<file path="src/rtl/laser_scan_ctrl_pkg.sv">
// Shared types and defaults for the laser coverage scan controller.
// No logic; latency and backpressure n/a.
package laser_pkg;
    localparam int DEF_COORD_W = 4;
    localparam int DEF_CNT_W   = 6;

    function automatic int grid_last(input int w);
        return (1 << w) - 1;
    endfunction

    localparam int GRID_LAST = grid_last(DEF_COORD_W);

    typedef enum logic [2:0] {
        IDLE,
        ISSUE,
        WAIT,
        PASS_END,
        DONE
    } state_t;
endpackage

</file>
<file path="src/rtl/laser_scan_ctrl_if.sv">
// Evaluator bundle: candidate + fixed partner circle out, covered-count strobe back.
// No state; candidate side is valid/ready, result side is a bare strobe.
interface laser_scan_ctrl_if
    import laser_pkg::*;
#(
    parameter int COORD_W = DEF_COORD_W,
    parameter int CNT_W   = DEF_CNT_W
) ();
    logic               cand_valid;
    logic               cand_ready;
    logic [COORD_W-1:0] cand_x;
    logic [COORD_W-1:0] cand_y;
    logic [COORD_W-1:0] fix_x;
    logic [COORD_W-1:0] fix_y;
    logic               res_valid;
    logic [CNT_W-1:0]   res_count;

    modport master (
        output cand_valid, cand_x, cand_y, fix_x, fix_y,
        input  cand_ready, res_valid, res_count
    );

    modport slave (
        input  cand_valid, cand_x, cand_y, fix_x, fix_y,
        output cand_ready, res_valid, res_count
    );
endinterface

</file>
<file path="src/rtl/laser_scan_coord_gen.sv">
// Raster counter over the candidate grid, X fastest; last flags (max,max).
// Registered position, advances one step per advance pulse; clear wins over advance.
module laser_scan_coord_gen
    import laser_pkg::*;
#(
    parameter int COORD_W = DEF_COORD_W
) (
    input  logic               CLK,
    input  logic               RST,
    input  logic               clear,
    input  logic               advance,
    output logic [COORD_W-1:0] x,
    output logic [COORD_W-1:0] y,
    output logic               last
);
    localparam logic [COORD_W-1:0] LAST = COORD_W'(grid_last(COORD_W));

    always_ff @(posedge CLK) begin
        if (RST || clear) begin
            x <= '0;
            y <= '0;
        end else if (advance) begin
            if (x == LAST) begin
                x <= '0;
                y <= y + 1'b1;
            end else begin
                x <= x + 1'b1;
            end
        end
    end

    assign last = (x == LAST) && (y == LAST);
endmodule

</file>
<file path="src/rtl/laser_scan_ctrl.sv">
// Two-circle coverage optimiser: scans every centre per pass, keeps the best, alternates target.
// 2 cycles/candidate minimum plus 1 per pass; holds candidate while cand_ready is low.
module laser_scan_ctrl
    import laser_pkg::*;
#(
    parameter int COORD_W  = DEF_COORD_W,
    parameter int CNT_W    = DEF_CNT_W,
    parameter int MAX_PASS = 6
) (
    input  logic               CLK,
    input  logic               RST,
    input  logic               start,
    laser_scan_ctrl_if.master  ev,
    output logic               busy,
    output logic               done,
    output logic [COORD_W-1:0] C1X,
    output logic [COORD_W-1:0] C1Y,
    output logic [COORD_W-1:0] C2X,
    output logic [COORD_W-1:0] C2Y
);
    state_t             state, state_n;
    logic [3:0]         pass_cnt;
    logic [1:0]         stable_cnt, stable_n;
    logic [CNT_W-1:0]   best;
    logic [COORD_W-1:0] best_x, best_y, scan_x, scan_y, prev_x, prev_y;
    logic               scan_clr, scan_adv, scan_last, finish;

    laser_scan_coord_gen #(.COORD_W(COORD_W)) u_coord (
        .CLK     (CLK),
        .RST     (RST),
        .clear   (scan_clr),
        .advance (scan_adv),
        .x       (scan_x),
        .y       (scan_y),
        .last    (scan_last)
    );

    // Even passes move circle 1 against circle 2, odd passes the reverse.
    assign prev_x   = pass_cnt[0] ? C2X : C1X;
    assign prev_y   = pass_cnt[0] ? C2Y : C1Y;
    assign stable_n = (best_x == prev_x && best_y == prev_y) ? stable_cnt + 2'd1 : 2'd0;
    assign finish   = (stable_n == 2'd2) || (pass_cnt + 4'd1 == 4'(MAX_PASS));

    assign ev.cand_valid = (state == ISSUE);
    assign ev.cand_x     = scan_x;
    assign ev.cand_y     = scan_y;
    assign ev.fix_x      = pass_cnt[0] ? C1X : C2X;
    assign ev.fix_y      = pass_cnt[0] ? C1Y : C2Y;
    assign busy          = (state == ISSUE) || (state == WAIT) || (state == PASS_END);
    assign done          = (state == DONE);

    always_comb begin
        state_n  = state;
        scan_clr = 1'b0;
        scan_adv = 1'b0;
        case (state)
            IDLE, DONE: begin
                if (start) begin
                    state_n  = ISSUE;
                    scan_clr = 1'b1;
                end
            end
            ISSUE: begin
                if (ev.cand_ready) state_n = WAIT;
            end
            WAIT: begin
                if (ev.res_valid) begin
                    if (scan_last) begin
                        state_n = PASS_END;
                    end else begin
                        state_n  = ISSUE;
                        scan_adv = 1'b1;
                    end
                end
            end
            PASS_END: begin
                scan_clr = 1'b1;
                state_n  = finish ? DONE : ISSUE;
            end
            default: state_n = IDLE;
        endcase
    end

    always_ff @(posedge CLK) begin
        if (RST) begin
            state      <= IDLE;
            pass_cnt   <= '0;
            stable_cnt <= '0;
            best       <= '0;
            best_x     <= '0;
            best_y     <= '0;
            C1X        <= '0;
            C1Y        <= '0;
            C2X        <= '0;
            C2Y        <= '0;
        end else begin
            state <= state_n;
            case (state)
                IDLE, DONE: begin
                    if (start) begin
                        pass_cnt   <= '0;
                        stable_cnt <= '0;
                        best       <= '0;
                    end
                end
                WAIT: begin
                    // >= lets the later scan position win a tie.
                    if (ev.res_valid && ev.res_count >= best) begin
                        best   <= ev.res_count;
                        best_x <= scan_x;
                        best_y <= scan_y;
                    end
                end
                PASS_END: begin
                    if (pass_cnt[0]) begin
                        C2X <= best_x;
                        C2Y <= best_y;
                    end else begin
                        C1X <= best_x;
                        C1Y <= best_y;
                    end
                    stable_cnt <= stable_n;
                    pass_cnt   <= pass_cnt + 4'd1;
                    best       <= '0;
                end
                default: ;
            endcase
        end
    end
endmodule

</file>
<file path="src/flat_wrapper.sv">
// flat-port wrapper written by rule: the top's interface ports become plain ports
module laser_scan_ctrl_flat import laser_pkg::*;
#(
    parameter int COORD_W  = DEF_COORD_W,
    parameter int CNT_W    = DEF_CNT_W,
    parameter int MAX_PASS = 6
)
  (CLK, RST, start, busy, done, C1X, C1Y, C2X, C2Y, ev_cand_valid, ev_cand_x, ev_cand_y, ev_fix_x, ev_fix_y, ev_cand_ready, ev_res_valid, ev_res_count);
  laser_scan_ctrl_if #(.COORD_W(COORD_W), .CNT_W(CNT_W)) ev_i ();
  input  logic CLK;
  input  logic RST;
  input  logic start;
  output logic busy;
  output logic done;
  output logic [COORD_W-1:0] C1X;
  output logic [COORD_W-1:0] C1Y;
  output logic [COORD_W-1:0] C2X;
  output logic [COORD_W-1:0] C2Y;
  output wire logic [$bits(ev_i.cand_valid)-1:0] ev_cand_valid;
  output wire logic [$bits(ev_i.cand_x)-1:0] ev_cand_x;
  output wire logic [$bits(ev_i.cand_y)-1:0] ev_cand_y;
  output wire logic [$bits(ev_i.fix_x)-1:0] ev_fix_x;
  output wire logic [$bits(ev_i.fix_y)-1:0] ev_fix_y;
  input wire logic [$bits(ev_i.cand_ready)-1:0] ev_cand_ready;
  input wire logic [$bits(ev_i.res_valid)-1:0] ev_res_valid;
  input wire logic [$bits(ev_i.res_count)-1:0] ev_res_count;
  assign ev_cand_valid = ev_i.cand_valid;
  assign ev_cand_x = ev_i.cand_x;
  assign ev_cand_y = ev_i.cand_y;
  assign ev_fix_x = ev_i.fix_x;
  assign ev_fix_y = ev_i.fix_y;
  assign ev_i.cand_ready = ev_cand_ready;
  assign ev_i.res_valid = ev_res_valid;
  assign ev_i.res_count = ev_res_count;
  laser_scan_ctrl #(.COORD_W(COORD_W), .CNT_W(CNT_W), .MAX_PASS(MAX_PASS)) u_core (.CLK(CLK), .RST(RST), .start(start), .ev(ev_i), .busy(busy), .done(done), .C1X(C1X), .C1Y(C1Y), .C2X(C2X), .C2Y(C2Y));
endmodule
</file>
<file path="config.mk">
export PLATFORM = sky130hd
export DESIGN_NAME = laser_scan_ctrl_flat
export DESIGN_NICKNAME = d
export VERILOG_FILES = /design/src/rtl/laser_scan_ctrl_pkg.sv /design/src/rtl/laser_scan_ctrl_if.sv /design/src/rtl/laser_scan_coord_gen.sv /design/src/rtl/laser_scan_ctrl.sv /design/src/flat_wrapper.sv
export SDC_FILE = /design/constraint.sdc
export NUM_CORES = 1
export LEC_CHECK = 0
export BUFFER_PORTS_ARGS = -buffer_cell sky130_fd_sc_hd__buf_2
export CAP_MARGIN = 15
export CORE_MARGIN = 4
export CORE_UTILIZATION = 58
export CTS_BUF_LIST = sky130_fd_sc_hd__clkbuf_4 sky130_fd_sc_hd__clkbuf_8
export CTS_CLUSTER_SIZE = 40
export DETAILED_ROUTE_END_ITERATION = 6
export MAX_ROUTING_LAYER = met4
export PLACE_DENSITY = 0.86
export SLEW_MARGIN = 5
export SYNTH_ARGS = -nofsm -noshare
export SYNTH_HDL_FRONTEND = slang
export SYNTH_SLANG_ARGS = --single-unit
</file>
<file path="constraint.sdc">
create_clock -name CLK -period 5.2 [get_ports CLK]
set_input_delay 1.56 -clock CLK [delete_from_list [all_inputs] [get_ports CLK]]
set_output_delay 1.56 -clock CLK [all_outputs]
set_load 0.02 [all_outputs]
</file>
==> summary.md <==
| Metric | Value |
|---|---|
| HPWL after DPL | `3.63 mm` |
| Hold Fails Final Rpt | `0` |
| Fin crit share | `66.9%` |
| Remaining global-route overflow | `0` |
| Worst setup margin | `roughly 1.7 ns` |
| Vias | `2,094` |
| Vias per cell | `5.60` |
| Worst-path cell chain | `mux2_2 > buf_2` |
| Unique masters post-synth | `39` |
| Fmax | `about 290 MHz` |
| Deepest clock path buffer count | `2` |
| Nets | `between 300 and 400` |
| Syn_area_per_cell | `8.39 um^2` |
| Largest net degree at the start of global routing | `45` |
| Placeable core area | `4030 um^2` |
| Ant diodes | `0` |
| Synth area leaders | `dfxtp_1, nand2_1, a21oi_1` |
| Critical path's slowest cell | `dfxtp_1` |
| Top-count cell post-synth | `dfxtp_1` |
| Post-synth EDFFs | `0` |
| Mapped Cells | `between 200 and 300` |
| Clock sinks | `47` |
| Worst-case reg-to-reg path depth | `6` |
| Final Slew Violations | `0` |
| CTS HTree Levels | `2` |
| Non-Filler Instances | `374` |
| Die ar. | `5280 um^2` |
| Minimum clock period after layout | `between 3 and 4 ns` |
| Port Buffers | `45` |
| # setup viols final | `0` |
| ANT nets after route | `0` |
| Relative slew margins | `30.3%` |
| Post-CTS setup buffer count | `0` |
| Die width | `72.7 um` |
| Cell taking the most area after synthesis | `dfxtp_1` |
| Hold buffers post-CTS | `0` |
| Post-cts gate resize count | `0` |
| Largest register by flop count | `u_core.best` |
| IO Pins | `between 40 and 50` |
| Filler instances | `about 340` |
| Util after Layout | `roughly 68%` |
| GP Congestion | `roughly 0.8` |
| CTS Buf Count | `5` |
| Pwr Density | `233 nW/um^2` |
| Top FF cell, synth | `dfxtp_1` |
| Placement Setup Slack | `1.83 ns` |
| Max reg flops | `6` |
| CTS tree | `built` |
| Synth Cell Area | `approximately 2400 um^2` |
| Slew @ Worst Pin | `around 1.0 ns` |
| RSZ-0062 raised after global routing | `false` |
| DR iter-0 viols | `166` |
| Worst hold path class | `reg2reg` |
| Post-DR wirelength/cell | `13.7 um` |
| DRT Pass-1 Iters | `4` |
| Peak supply drop | `0.145 mV` |
| Root Driver | `clkbuf_8` |
| Synth top cells by count | `dfxtp_1, nand2_1, a21oi_1` |
| Yosys reg bits | `47` |
| Syn nets | `310` |
| Synthesis-to-layout area growth | `12.2%` |
| Initial antenna violation count | `0` |
| Post-route DRC | `0` |
| Die H | `72.7 um` |
| Worst path max stage delay | `roughly 1.0 ns` |
| Dpl cell area | `2640 um^2` |
| Vias in the first global route | `around 1,900` |
| Global Route Usage Sum | `20.9%` |
| MaxCap Viol Count | `0` |
| Max FO, Critical Path | `25` |
| First-pass GRT wire length | `~8.5 mm` |
| Starting Density | `60.2%` |
| Clock slew at reported path FFs | `0.09 ns` |
| FP Rows | `23` |
| Hold Path Stages | `1` |
| Placed cell count | `around 370` |
| CP Capture Type | `output port` |
| Leak pwr | `0.00108 uW` |
| Crit path kind | `reg2out` |
| Status | `completed` |
| Startpoint types | `register` |
| Final WL | `5.13 mm` |
| Worst EP required | `around 3.6 ns` |
| FFs w/ async S/R, synth | `0%` |
| Clk_lat worst skew | `0.31 ns` |
| Yosys warning count | `0` |
| Seq/Total Area, Yosys | `38.8%` |
| Finished layout cell area | `2720 um^2` |
| CP Data Arrival Time | `1.92 ns` |
| Area share of the largest cell type after synthesis | `38.8%` |
| Setup tns final | `0 ns` |
| Layout cells sized above 1 | `a little under a fifth` |
| Clk_skew | `0.00637 ns` |
-- metal layers --
metal / share of wire [%] / vias up / global-route usage, %
li1: - / 1067 / -
met1: 46 / 965 / 25.9
met2: 47 / 47 / 32.2
met3: 4.6 / 15 / 4.41
met4: 2.8 / 0 / 10.7
met5: 0 / - / -
-- worst paths after layout --
check	from	end	slack [ns]
min reg2reg	u_core.stable_cnt[1]$_SDFFE_PP0P_	u_core.stable_cnt[1]$_SDFFE_PP0P_	0.48
min	u_core.stable_cnt[1]$_SDFFE_PP0P_	u_core.stable_cnt[1]$_SDFFE_PP0P_	0.48
max	u_core.pass_cnt[0]$_SDFFE_PP0P_	ev_fix_y[3]	1.72
max reg2reg	u_core.pass_cnt[0]$_SDFFE_PP0P_	u_core.stable_cnt[1]$_SDFFE_PP0P_	2.46
-- power breakdown --
group	internal [uW]	total, uW	switching [uW]
Combinational	16.2	42.6	26.4
Clock	104	226	121
Sequential	362	365	3.92
-- critical path, delay by kind of cell, from the launching register on --
family   cells  cell delay, ns
mux          1            0.43
flops        1            1.02
buf+inv      1            0.16
-- metrics by stage --
stage | power [uW] | hold WS (ns)
after floorplan | 404 | 0.432
after global routing | 659 | 0.504
after detailed placement | 416 | 0.465
final | 634 | 0.478
after global placement | 415 | 0.451
after CTS | 637 | 0.478
-- final cells by class --
cell class,count,area (um^2),area share [%]
multi-input combinational,215,1370,50.1
sequential,47,941,34.6
timing repair buffer,46,233,8.55
clock buffer,6,82.6,3.03
tap,50,62.6,2.30
inverter,9,33.8,1.24
clock inverter,1,5.00,0.184
-- cell usage in the layout (no fill, tap or decap), drive strengths merged, types with 2 or more instances in the layout --
| cell | synthesis | final |
|---|---|---|
| xnor2 | 10 | 10 |
| xor2 | 2 | 2 |
| buf | 3 | 46 |
| nand4b | 8 | 8 |
| a21oi | 30 | 30 |
| dfxtp | 47 | 47 |
| mux2i | 10 | 10 |
| nand2b | 14 | 14 |
| nand2 | 41 | 41 |
| and2 | 5 | 5 |
| or3 | 2 | 2 |
| ha | 10 | 10 |
| a21o | 2 | 2 |
| nand3 | 6 | 6 |
| mux2 | 8 | 8 |
| nand3b | 5 | 5 |
| inv | 9 | 9 |
| nor3b | 2 | 2 |
| nor4 | 3 | 3 |
| o21ai | 16 | 16 |
| and3 | 2 | 2 |
| a32o | 6 | 6 |
| clkbuf | 15 | 6 |
| nor2 | 20 | 20 |
-- kinds of logic (layout without fill, tap and decap cells) --
group	after synthesis	count (layout)	share of synthesized area, %
compound gates	62	62	15.1
mux	18	18	7.84
buf+inv	27	62	4.95
xor+xnor	12	12	4.33
flops	47	47	38.8
fa+ha+maj	10	10	5.16
simple gates	113	113	23.8
(Power assumes the default switching activity.)
